### config.mk
export PLATFORM = sky130hd
export DESIGN_NAME = dice_roller
export DESIGN_NICKNAME = d
export VERILOG_FILES = /design/src/rtl/dice_pkg.sv /design/src/rtl/dice_roller_sync_edge.sv /design/src/rtl/dice_roller.sv
export SDC_FILE = /design/constraint.sdc
export NUM_CORES = 1
export LEC_CHECK = 0
export BUFFER_PORTS_ARGS = -buffer_cell sky130_fd_sc_hd__buf_2
export CAP_MARGIN = 20
export CORE_MARGIN = 2
export CORE_UTILIZATION = 55
export CTS_CLUSTER_DIAMETER = 100
export DETAILED_ROUTE_END_ITERATION = 6
export GPL_ROUTABILITY_DRIVEN = 0
export PLACE_DENSITY = 0.69
export SKIP_LAST_GASP = 1
export SLEW_MARGIN = 10
export SYNTH_ARGS = -nofsm -noshare
export SYNTH_HDL_FRONTEND = slang
export SYNTH_SLANG_ARGS = --single-unit
export TNS_END_PERCENT = 30
### constraint.sdc
create_clock -name clk_in -period 7.4 [get_ports clk_in]
set_input_delay 1.11 -clock clk_in [delete_from_list [all_inputs] [get_ports clk_in]]
set_output_delay 1.11 -clock clk_in [all_outputs]
set_load 0.01 [all_outputs]
### src/rtl/dice_pkg.sv
// Shared types and constants for the dice roll controller: FSM states,
// pip masks for each face, LFSR tap mask and small face helpers.
package dice_pkg;

    typedef enum logic [1:0] {
        IDLE  = 2'd0,
        ROLL  = 2'd1,
        DECEL = 2'd2,
        SHOW  = 2'd3
    } state_t;

    // Pip order is {TL,TR,ML,C,MR,BL,BR}, active-high.
    localparam logic [6:0] PIP_1 = 7'b0001000;
    localparam logic [6:0] PIP_2 = 7'b1000001;
    localparam logic [6:0] PIP_3 = 7'b1001001;
    localparam logic [6:0] PIP_4 = 7'b1100011;
    localparam logic [6:0] PIP_5 = 7'b1101011;
    localparam logic [6:0] PIP_6 = 7'b1110111;

    // Fibonacci taps 16,14,13,11 expressed as bit positions 15,13,12,10.
    localparam logic [15:0] LFSR_TAPS = 16'hB400;

    function automatic logic [6:0] pip_decode(input logic [2:0] f);
        logic [6:0] p;
        case (f)
            3'd1:    p = PIP_1;
            3'd2:    p = PIP_2;
            3'd3:    p = PIP_3;
            3'd4:    p = PIP_4;
            3'd5:    p = PIP_5;
            3'd6:    p = PIP_6;
            default: p = 7'b0000000;
        endcase
        return p;
    endfunction

    // Next face in the 1..6 cycle.
    function automatic logic [2:0] face_advance(input logic [2:0] f);
        return (f == 3'd6) ? 3'd1 : f + 3'd1;
    endfunction

    // Map an LFSR value onto a face 1..6.
    function automatic logic [2:0] lfsr_face(input logic [15:0] v);
        return 3'(v % 16'd6) + 3'd1;
    endfunction

endpackage

### src/rtl/dice_roller_sync_edge.sv
// Three-flop chain for an asynchronous input: two flops resolve
// metastability, the third delays the synchronised level so a one-cycle
// pulse marks each rising edge.
module sync_edge (
    input  logic clk_in,
    input  logic rst,
    input  logic din,
    output logic rise
);

    logic s1_reg;
    logic s2_reg;
    logic s3_reg;

    // Synchronise the input and keep one cycle of history for edge detection.
    always_ff @(posedge clk_in or negedge rst) begin
        if (!rst) begin
            s1_reg <= 1'b0;
            s2_reg <= 1'b0;
            s3_reg <= 1'b0;
        end else begin
            s1_reg <= din;
            s2_reg <= s1_reg;
            s3_reg <= s2_reg;
        end
    end

    assign rise = s2_reg & ~s3_reg;

endmodule

### src/rtl/dice_roller.sv
// Dice roll controller. The prescaler's slow square wave is only ever used
// as a synchronised tick enable. The roll button is debounced in tick units
// and drives a ROLL/DECEL/SHOW state machine animating a face 1..6.
module dice_roller
    import dice_pkg::*;
#(
    parameter int          DEBOUNCE_TICKS = 4,
    parameter int          DECEL_STEPS    = 6,
    parameter logic [15:0] LFSR_SEED      = 16'hACE1
) (
    input  logic       clk_in,
    input  logic       rst,
    input  logic       tick_in,
    input  logic       btn_roll,
    output logic [2:0] face,
    output logic [6:0] pips,
    output logic       rolling,
    output logic       done
);

    localparam int CNT_W  = $clog2(DEBOUNCE_TICKS) + 1;
    localparam int STEP_W = $clog2(DECEL_STEPS) + 1;

    logic              tick_en;
    logic              b1_reg;
    logic              b_s_reg;
    logic [CNT_W-1:0]  cnt_reg;
    logic              btn_db_reg;
    logic              btn_db_prev_reg;
    logic              btn_press;
    logic              btn_release;
    logic [15:0]       lfsr_reg;
    state_t            state_reg;
    state_t            state_next;
    logic [2:0]        face_reg;
    logic [2:0]        face_next;
    logic [STEP_W-1:0] step_reg;
    logic [STEP_W-1:0] step_next;
    logic [STEP_W-1:0] gap_reg;
    logic [STEP_W-1:0] gap_next;
    logic              done_reg;
    logic              done_next;

    sync_edge u_tick_sync (
        .clk_in (clk_in),
        .rst    (rst),
        .din    (tick_in),
        .rise   (tick_en)
    );

    // Two-flop synchroniser for the raw button.
    always_ff @(posedge clk_in or negedge rst) begin
        if (!rst) begin
            b1_reg  <= 1'b0;
            b_s_reg <= 1'b0;
        end else begin
            b1_reg  <= btn_roll;
            b_s_reg <= b1_reg;
        end
    end

    // Debounce: btn_db follows b_s only after DEBOUNCE_TICKS consecutive differing tick samples.
    always_ff @(posedge clk_in or negedge rst) begin
        if (!rst) begin
            cnt_reg    <= '0;
            btn_db_reg <= 1'b0;
        end else if (tick_en) begin
            if (b_s_reg == btn_db_reg) begin
                cnt_reg <= '0;
            end else if (cnt_reg == CNT_W'(DEBOUNCE_TICKS - 1)) begin
                btn_db_reg <= b_s_reg;
                cnt_reg    <= '0;
            end else begin
                cnt_reg <= cnt_reg + CNT_W'(1);
            end
        end
    end

    // Delayed copy of the debounced button for press/release pulses.
    always_ff @(posedge clk_in or negedge rst) begin
        if (!rst) begin
            btn_db_prev_reg <= 1'b0;
        end else begin
            btn_db_prev_reg <= btn_db_reg;
        end
    end

    assign btn_press   =  btn_db_reg & ~btn_db_prev_reg;
    assign btn_release = ~btn_db_reg &  btn_db_prev_reg;

    // Free-running Fibonacci LFSR; its value at release time picks the landing face.
    always_ff @(posedge clk_in or negedge rst) begin
        if (!rst) begin
            lfsr_reg <= LFSR_SEED;
        end else begin
            lfsr_reg <= {lfsr_reg[14:0], ^(lfsr_reg & LFSR_TAPS)};
        end
    end

    // FSM and datapath registers.
    always_ff @(posedge clk_in or negedge rst) begin
        if (!rst) begin
            state_reg <= IDLE;
            face_reg  <= 3'd1;
            step_reg  <= '0;
            gap_reg   <= '0;
            done_reg  <= 1'b0;
        end else begin
            state_reg <= state_next;
            face_reg  <= face_next;
            step_reg  <= step_next;
            gap_reg   <= gap_next;
            done_reg  <= done_next;
        end
    end

    // Next-state logic. Deceleration step k waits k ticks before advancing,
    // so the gaps grow and the die visibly slows before landing.
    always_comb begin
        state_next = state_reg;
        face_next  = face_reg;
        step_next  = step_reg;
        gap_next   = gap_reg;
        done_next  = 1'b0;
        case (state_reg)
            IDLE: begin
                face_next = 3'd1;
                if (btn_press) begin
                    state_next = ROLL;
                end
            end
            ROLL: begin
                // Release wins over a coincident tick so the loaded face is not advanced.
                if (btn_release) begin
                    state_next = DECEL;
                    face_next  = lfsr_face(lfsr_reg);
                    step_next  = '0;
                    gap_next   = '0;
                end else if (tick_en) begin
                    face_next = face_advance(face_reg);
                end
            end
            DECEL: begin
                if (tick_en) begin
                    if (gap_reg == step_reg) begin
                        face_next = face_advance(face_reg);
                        gap_next  = '0;
                        if (step_reg == STEP_W'(DECEL_STEPS - 1)) begin
                            state_next = SHOW;
                            step_next  = '0;
                            done_next  = 1'b1;
                        end else begin
                            step_next = step_reg + STEP_W'(1);
                        end
                    end else begin
                        gap_next = gap_reg + STEP_W'(1);
                    end
                end
            end
            SHOW: begin
                if (btn_press) begin
                    state_next = ROLL;
                end
            end
            default: begin
                state_next = IDLE;
            end
        endcase
    end

    assign face    = face_reg;
    assign pips    = pip_decode(face_reg);
    assign rolling = (state_reg == ROLL) || (state_reg == DECEL);
    assign done    = done_reg;

endmodule
==> results of run 1 <==
[layer usage]
metal	track usage, %	share of wire [%]
met1	27.6	50
met2	33.3	46
met3	2.95	2.7
met4	6.75	1.2
met5	0	0
[report_power, final]
part	internal, mW	switching, mW	leakage (nW)
Combinational	0.0751	0.119	0.646
Sequential	0.247	0.0302	0.506
Clock	0.0762	0.0777	0.0516
[worst max-delay path: cells and delay by family (launching register included)]
kind	cells	cell delay [ps]
adder cells (fa/ha/maj)	2	530
AND/OR/NAND/NOR	5	2070
buffers and inverters	1	80
AO/OA/AOI/OAI	8	1730
multiplexers	2	470
flip-flops	1	600
[final cells by class]
| class | instances | area share [%] |
|---|---|---|
| clock buffer | 6 | 2.82 |
| clock inverter | 2 | 0.469 |
| inverter | 16 | 2.05 |
| multi-input combinational | 243 | 54.7 |
| sequential | 40 | 34.5 |
| tap | 67 | 2.86 |
| timing repair buffer | 15 | 2.56 |
[placed cells by master, fill, tap and decap left out, types with 3 or more instances in the layout]
cell	n
xnor2_1	9
mux2_2	6
nand3b_1	4
dfrtp_1	31
o21ai_1	4
o21a_1	4
o21ai_0	19
and2_1	4
o22ai_1	4
and3_1	4
nand2b_1	7
nor2_1	22
nand4_1	4
dfstp_2	9
a31oi_1	6
or4_1	3
clkbuf_8	6
o211ai_1	6
nand3_1	15
buf_2	15
o31ai_1	5
nand2_1	36
a21oi_1	8
nor2b_1	4
inv_1	16
ha_1	11
nor3_1	14
[how the worst max path moves through the flow]
stage | startpoint | to | slack [ps] | depth (start not counted)
finish | lfsr_reg[13] | face[2] | 1850 | 18
global route | lfsr_reg[13] | face[2] | 1480 | 17
CTS | lfsr_reg[13] | face[2] | 1890 | 17
detailed placement | lfsr_reg[13] | face[2] | 1930 | 17
global placement | lfsr_reg[13] | face[2] | 2050 | 17
floorplan | lfsr_reg[13] | face[2] | 2350 | 21
[logic make-up (layout without fill, tap and decap cells)]
group	count (synthesis)	after routing
simple gates	134	134
flops	40	40
compound gates	78	78
xor+xnor	12	12
buf+inv	34	39
fa+ha+maj	11	11
mux	8	8
[metrics by stage]
| stage | std cells | utilization (%) | cell area [µm²] |
|---|---|---|---|
| final | 389 | 61.3 | 2930 |
| after global routing | 389 | 61.3 | 2930 |
| after CTS | 389 | 61.3 | 2930 |
| after detailed placement | 381 | 59.3 | 2840 |
| after global placement | 381 | 59.3 | 2840 |
| after floorplan | 317 | - | 2780 |
==> summary.md, run 1 <==
| Metric | Value |
|---|---|
| Largest register FFs | `16` |
| Post-synth top area share | `27.9%` |
| Die height | `75.1 µm` |
| Final Critical Period | `about 5600 ps` |
| Antenna Cells | `0` |
| Ys flop type | `dfrtp_1` |
| Worst hold slack | `roughly 350 ps` |
| DP Wirelength | `~3700 µm` |
| R2r setup slk | `roughly 1800 ps` |
| Post-route DRC violation count | `0` |
| Synth Area in Compound Gates | `20.1%` |
| Hold path cells | `0` |
| Worst-Skew Late Latency | `290 ps` |
| Post-synth cell types | `a little over 60` |
| Setup TNS | `0 ps` |
| Filler cell count | `around 450` |
| Boundary Pins | `16` |
| Crit share post-route | `75.0%` |
| Post-route antenna net violation count | `0` |
| Cts repair resizes | `0` |
| Largest stage delay, worst path | `710 ps` |
| DR vias/cell | `roughly 5.9` |
| F_max | `180 MHz` |
| Port-buffer cells | `15` |
| Area leader, netlist | `dfrtp_1` |
| Most numerous cell in the Yosys netlist | `nand2_1` |
| Post-synthesis cell area | `2780 µm²` |
| Clock Tree Buf Depth | `2` |
| R2R Path Start | `lfsr_reg[13]` |
| FFs w/ async S/R, synth | `100%` |
| Largest family of logic cells by synthesized area | `simple AND/OR/NAND/NOR gates` |
| Die width | `75.1 µm` |
| CP startpoint kind | `register` |
| Vias | `2300` |
| WL final | `5300 µm` |
| Clock sink count | `40` |
| TritonCTS clock tree | `done` |
| Total Power | `between 600 and 700 µW` |
| TritonCTS Buffers | `5` |
| Clock transition at the registers of the reported paths | `80 ps` |
| Total iterations of the first detailed-routing run | `5` |
| Highest net fanout along the worst path | `9` |
| Hold endpoint | `b_s_reg` |
| Multiplexer area fraction after synthesis | `3.33%` |
| Maximum VDD drop | `128 µV` |
| CP cell instances | `inv_1, ha_1, or2b_2, a32oi_2, and3_1, mux2_4, o311ai_4, mux2i_1, o311a_1, or4_1, nand3_1, o21ai_0, a21oi_1, o21ai_0, ha_1, or4_1, a31o_2, a41oi_1` |
| Setup ws final | `about 1800 ps` |
| Leak | `approximately 1.2 nW` |
| Largest net degree at the start of global routing | `41` |
| Root buf cell | `clkbuf_8` |
| Multi-input logic area | `about 1600 µm²` |
| H-tree Lvls | `2` |
| Status | `complete, no violations` |
| YS warnings | `0` |
| DIE AREA | `around 5600 µm²` |
| Max_cap viols | `0` |
| Pre-CTS setup slack | `1930 ps` |
| Final nets | `between 300 and 400` |
| Critical-path top delay cell | `or4_1` |
| Largest cells by area after synthesis | `dfrtp_1 (28%), dfstp_2 (8.5%), ha_1 (5.0%)` |
| Syn nets | `332` |
| Seq/Total Area, Yosys | `36.4%` |
| Critical Path RT | `7610 ps` |
| Synth cell count leaders | `nand2_1 (36), dfrtp_1 (31), nor2_1 (22), o21ai_0 (19), inv_1 (16)` |
| Fin. max-slew vios | `0` |
| RSZ-0062 raised after global routing | `false` |
| P&R area growth vs syn | `5.49%` |
| Relative slew slack | `43.6%` |
| WS Path Type | `register to register` |
| Arr. time, crit path | `5760 ps` |
| Grt total ovfl | `0` |
| Worst slew pin tran | `846 ps` |
| Mean post-synth cell area | `slightly below 9 µm²` |
| Post-CTS setup buffer count | `0` |
| Global-route wire length before repair | `8910 µm` |
| Hold buffers post-CTS | `0` |
| Final hold violations | `0` |
| # rows | `25` |
| Mapped Cells | `approximately 320` |
| Detailed-route wire length per cell | `13.6 µm` |
| Core area | `4790 µm²` |
| FF+latch count, synth | `40` |
| Min-delay src | `b1_reg` |
| Synth Area in XOR/XNOR | `4.05%` |
| Initial Util | `58.1%` |
| Critical path endpoint category | `register` |
| Storage cell area | `1010 µm²` |
| Vias in the first global route | `1974` |
| P per Cell Area | `213 nW/µm²` |
| GR Util All Layers | `approximately a fifth` |
| Adder and majority cell fraction of the synthesized area | `4.95%` |
| Iter 0 DRT Violations | `181` |
| RR Endpoint | `face[2]` |
| FF-to-FF path depth | `18` |
| Simple-gate share of the synthesized area | `25.3%` |
| Max Clock Skew | `8.68 ps` |
| HP Class | `register to register` |
| EDFF count, synth | `0` |
| Proportion of layout cells with a drive suffix above 1 | `15.5%` |
| Initial antenna violation count | `0` |
| Final setup vio count | `0` |
Power figures use the tool's default switching activity.
==> run 2: changes to the inputs <==
--- a/config.mk
+++ b/config.mk
@@ -12,7 +12,7 @@
 export CTS_CLUSTER_DIAMETER = 100
 export DETAILED_ROUTE_END_ITERATION = 6
 export GPL_ROUTABILITY_DRIVEN = 0
-export PLACE_DENSITY = 0.69
+export PLACE_DENSITY = 0.72
 export SKIP_LAST_GASP = 1
 export SLEW_MARGIN = 10
 export SYNTH_ARGS = -nofsm -noshare
==> constraint.sdc (replaced) <==
create_clock -name clk_in -period 5 [get_ports clk_in]
set_input_delay 0.75 -clock clk_in [delete_from_list [all_inputs] [get_ports clk_in]]
set_output_delay 0.75 -clock clk_in [all_outputs]
set_load 0.01 [all_outputs]
==> run 2 against run 1 <==
  * Global-route usage grew 0.97 points
  * Clock skew decreased by 1.8 ps
  * Cell count grew 3.6%
  * Critical path depth grew 1
  * Core utilization rose by 3.7 points
  * Total power increased by 49%
  * Hold slack improved by 2.1 ps
  * First-iteration DRC count decreased by 19%
  * Critical path type unchanged
==> summary.md, run 2 (synthesis gave the netlist of run 1 again) <==
| Metric | Value |
|---|---|
| Crit share post-route | `98.0% (was 75.0%)` |
| P per Cell Area | `299 nW/µm² (was 213 nW/µm²)` |
| GR Util All Layers | `21.3% (was 20.3%)` |
| Critical Path RT | `5160 ps (was 7610 ps)` |
| Total iterations of the first detailed-routing run | `4 (was 5)` |
| Finished Cell Area | `3110 µm² (was 2930 µm²)` |
| Proportion of layout cells with a drive suffix above 1 | `22.9% (was 15.5%)` |
| WS Path Type | `register to register (unchanged)` |
| Post-route DRC violation count | `0 (unchanged)` |
| Storage cell area | `1010 µm² (unchanged)` |
| Relative slew slack | `44.4% (was 43.6%)` |
| Boundary Pins | `16 (unchanged)` |
| Most common cell after layout, fill and taps aside | `nand2_1 (unchanged)` |
| # rows | `25 (unchanged)` |
| Initial antenna violation count | `0 (unchanged)` |
| DP Wirelength | `3970 µm (was 3720 µm)` |
| Critical path endpoint category | `register (unchanged)` |
| WL final | `5730 µm (was 5300 µm)` |
| FF-to-FF path depth | `19 (was 18)` |
| Multi-input logic area | `1670 µm² (was 1610 µm²)` |
| HP Class | `register to register (unchanged)` |
| Most frequent cells in the layout | `nand2_1 (36), dfrtp_1 (31), nor2_1 (22) (unchanged)` |
| Grt total ovfl | `0 (unchanged)` |
| H-tree Lvls | `2 (unchanged)` |
| Setup ws final | `98.5 ps (was 1850 ps)` |
| Initial Util | `58.1% (unchanged)` |
| P&R area growth vs syn | `11.9% (was 5.49%)` |
| Status | `complete, no violations (unchanged)` |
| CP startpoint kind | `register (unchanged)` |
| Detailed-route wire length per cell | `14.2 µm (was 13.6 µm)` |
| TritonCTS clock tree | `done (unchanged)` |
| Port-buffer cells | `15 (unchanged)` |
| R2R Path Start | `lfsr_reg[13] (unchanged)` |
| RR Endpoint | `face[2] (unchanged)` |
| Root buf cell | `clkbuf_8 (unchanged)` |
| Hold path cells | `0 (unchanged)` |
| Worst slew pin tran | `834 ps (was 846 ps)` |
| Clock Tree Buf Depth | `2 (unchanged)` |
| Post-route antenna net violation count | `0 (unchanged)` |
| Pre-CTS setup slack | `-51.5 ps (was 1930 ps)` |
| Final nets | `350 (was 336)` |
| Core area | `4790 µm² (unchanged)` |
| Largest net degree at the start of global routing | `41 (unchanged)` |
| Leak | `1.27 nW (was 1.20 nW)` |
| Maximum VDD drop | `172 µV (was 128 µV)` |
| Vias in the first global route | `2071 (was 1974)` |
| Min-delay src | `u_tick_sync.s1_reg (was b1_reg)` |
| F_max | `204 MHz (was 180 MHz)` |
| Hold endpoint | `u_tick_sync.s2_reg (was b_s_reg)` |
| Fin. max-slew vios | `0 (unchanged)` |
| Die width | `75.1 µm (unchanged)` |
| Placed Area | `2910 µm² (was 2840 µm²)` |
| Final setup vio count | `0 (unchanged)` |
| Max Clock Skew | `6.84 ps (was 8.68 ps)` |
| DIE AREA | `5640 µm² (unchanged)` |
| Final Critical Period | `4900 ps (was 5550 ps)` |
| Final hold violations | `0 (unchanged)` |
| Highest net fanout along the worst path | `6 (was 9)` |
| Largest register FFs | `16 (unchanged)` |
| Clock sink count | `40 (unchanged)` |
| TritonCTS Buffers | `5 (unchanged)` |
| Max_cap viols | `0 (unchanged)` |
| Vias | `2387 (was 2300)` |
| DR vias/cell | `5.92 (was 5.91)` |
| Antenna Cells | `0 (unchanged)` |
| Clock transition at the registers of the reported paths | `80 ps (about the same)` |
| Iter 0 DRT Violations | `147 (was 181)` |
| Hold buffers post-CTS | `0 (unchanged)` |
| Arr. time, crit path | `5070 ps (was 5760 ps)` |
| Global-route wire length before repair | `9270 µm (was 8910 µm)` |
| Die height | `75.1 µm (unchanged)` |
| R2r setup slk | `100 ps (was 1850 ps)` |
| Worst-Skew Late Latency | `300 ps (was 290 ps)` |
| Filler cell count | `419 (was 446)` |
[run 2: changes by cell type in the layout (fill, tap and decap cells not counted), moves of 2 or more]
cell     previous run  this run
or4_1               3         1
ha_2                0         2
o21ai_0            19        17
o21ai_2             0         2
or4_4               0         2
buf_4               0        13
ha_1               11         9
[run 2: routing by layer]
metal	routed length, µm	global-route usage, %	up-vias
met3	216	4.69	9
met4	70	7.14	0
li1	-	-	1187
met5	0	0	-
met1	2760	28.2	1133
met2	2680	34.5	58
[run 2: area by class of cell]
cell class                 count  area share [%]
tap                           67            2.70
inverter                      16            1.93
clock buffer                   6            2.65
clock inverter                 2           0.442
multi-input combinational    243            53.8
timing repair buffer          29            5.91
sequential                    40            32.5
[run 2: worst max-delay path by stage]
stage | start | to
after floorplan | lfsr_reg[13] | face[2]
after global placement | lfsr_reg[13] | face[2]
after detailed placement | lfsr_reg[13] | face[2]
after CTS | lfsr_reg[13] | face[2]
after global routing | lfsr_reg[13] | face[2]
final | lfsr_reg[13] | face[2]
[run 2: through the flow]
step | setup TNS (ps) | util [%] | total power [mW] | cells | hold WS, ps
6_report | 0 | 65.0 | 0.930 | 403 | 354
5_1_grt | -32.3 | 65.0 | 1.00 | 403 | 364
4_1_cts | 0 | 63.0 | 0.937 | 399 | 354
3_5_place_dp | -51.5 | 60.9 | 0.702 | 391 | 336
3_3_place_gp | 0 | 60.9 | 0.693 | 391 | 332
2_1_floorplan | 0 | - | 0.628 | 317 | 331
[run 2: power breakdown]
group	internal (mW)	total (mW)	switching [mW]
Sequential	0.365	0.409	0.0440
Combinational	0.111	0.289	0.178
Clock	0.113	0.232	0.119
[run 2: worst max-delay path, cell delays in order, from the launching register on]
cell	delay, ps
dfstp_2	530
inv_1	60
ha_2	180
or2b_4	270
a32oi_2	240
buf_4	140
buf_4	110
a31oi_1	100
o21ai_1	230
o311ai_4	180
a32o_1	300
o311a_1	350
or4_4	580
o32a_1	370
o21ai_2	130
ha_2	250
xor2_2	100
a41o_1	240
nor3_1	260
a41oi_2	140
[run 2: repair_timing]
action / 4_1_cts / 5_1_grt
endpoints found under the setup margin: 1 / 1
buffers inserted: 0 / 4
endpoints found under the hold margin: 0 / 0
pin swaps: 1 / 12
gates resized for setup: 1 / 17
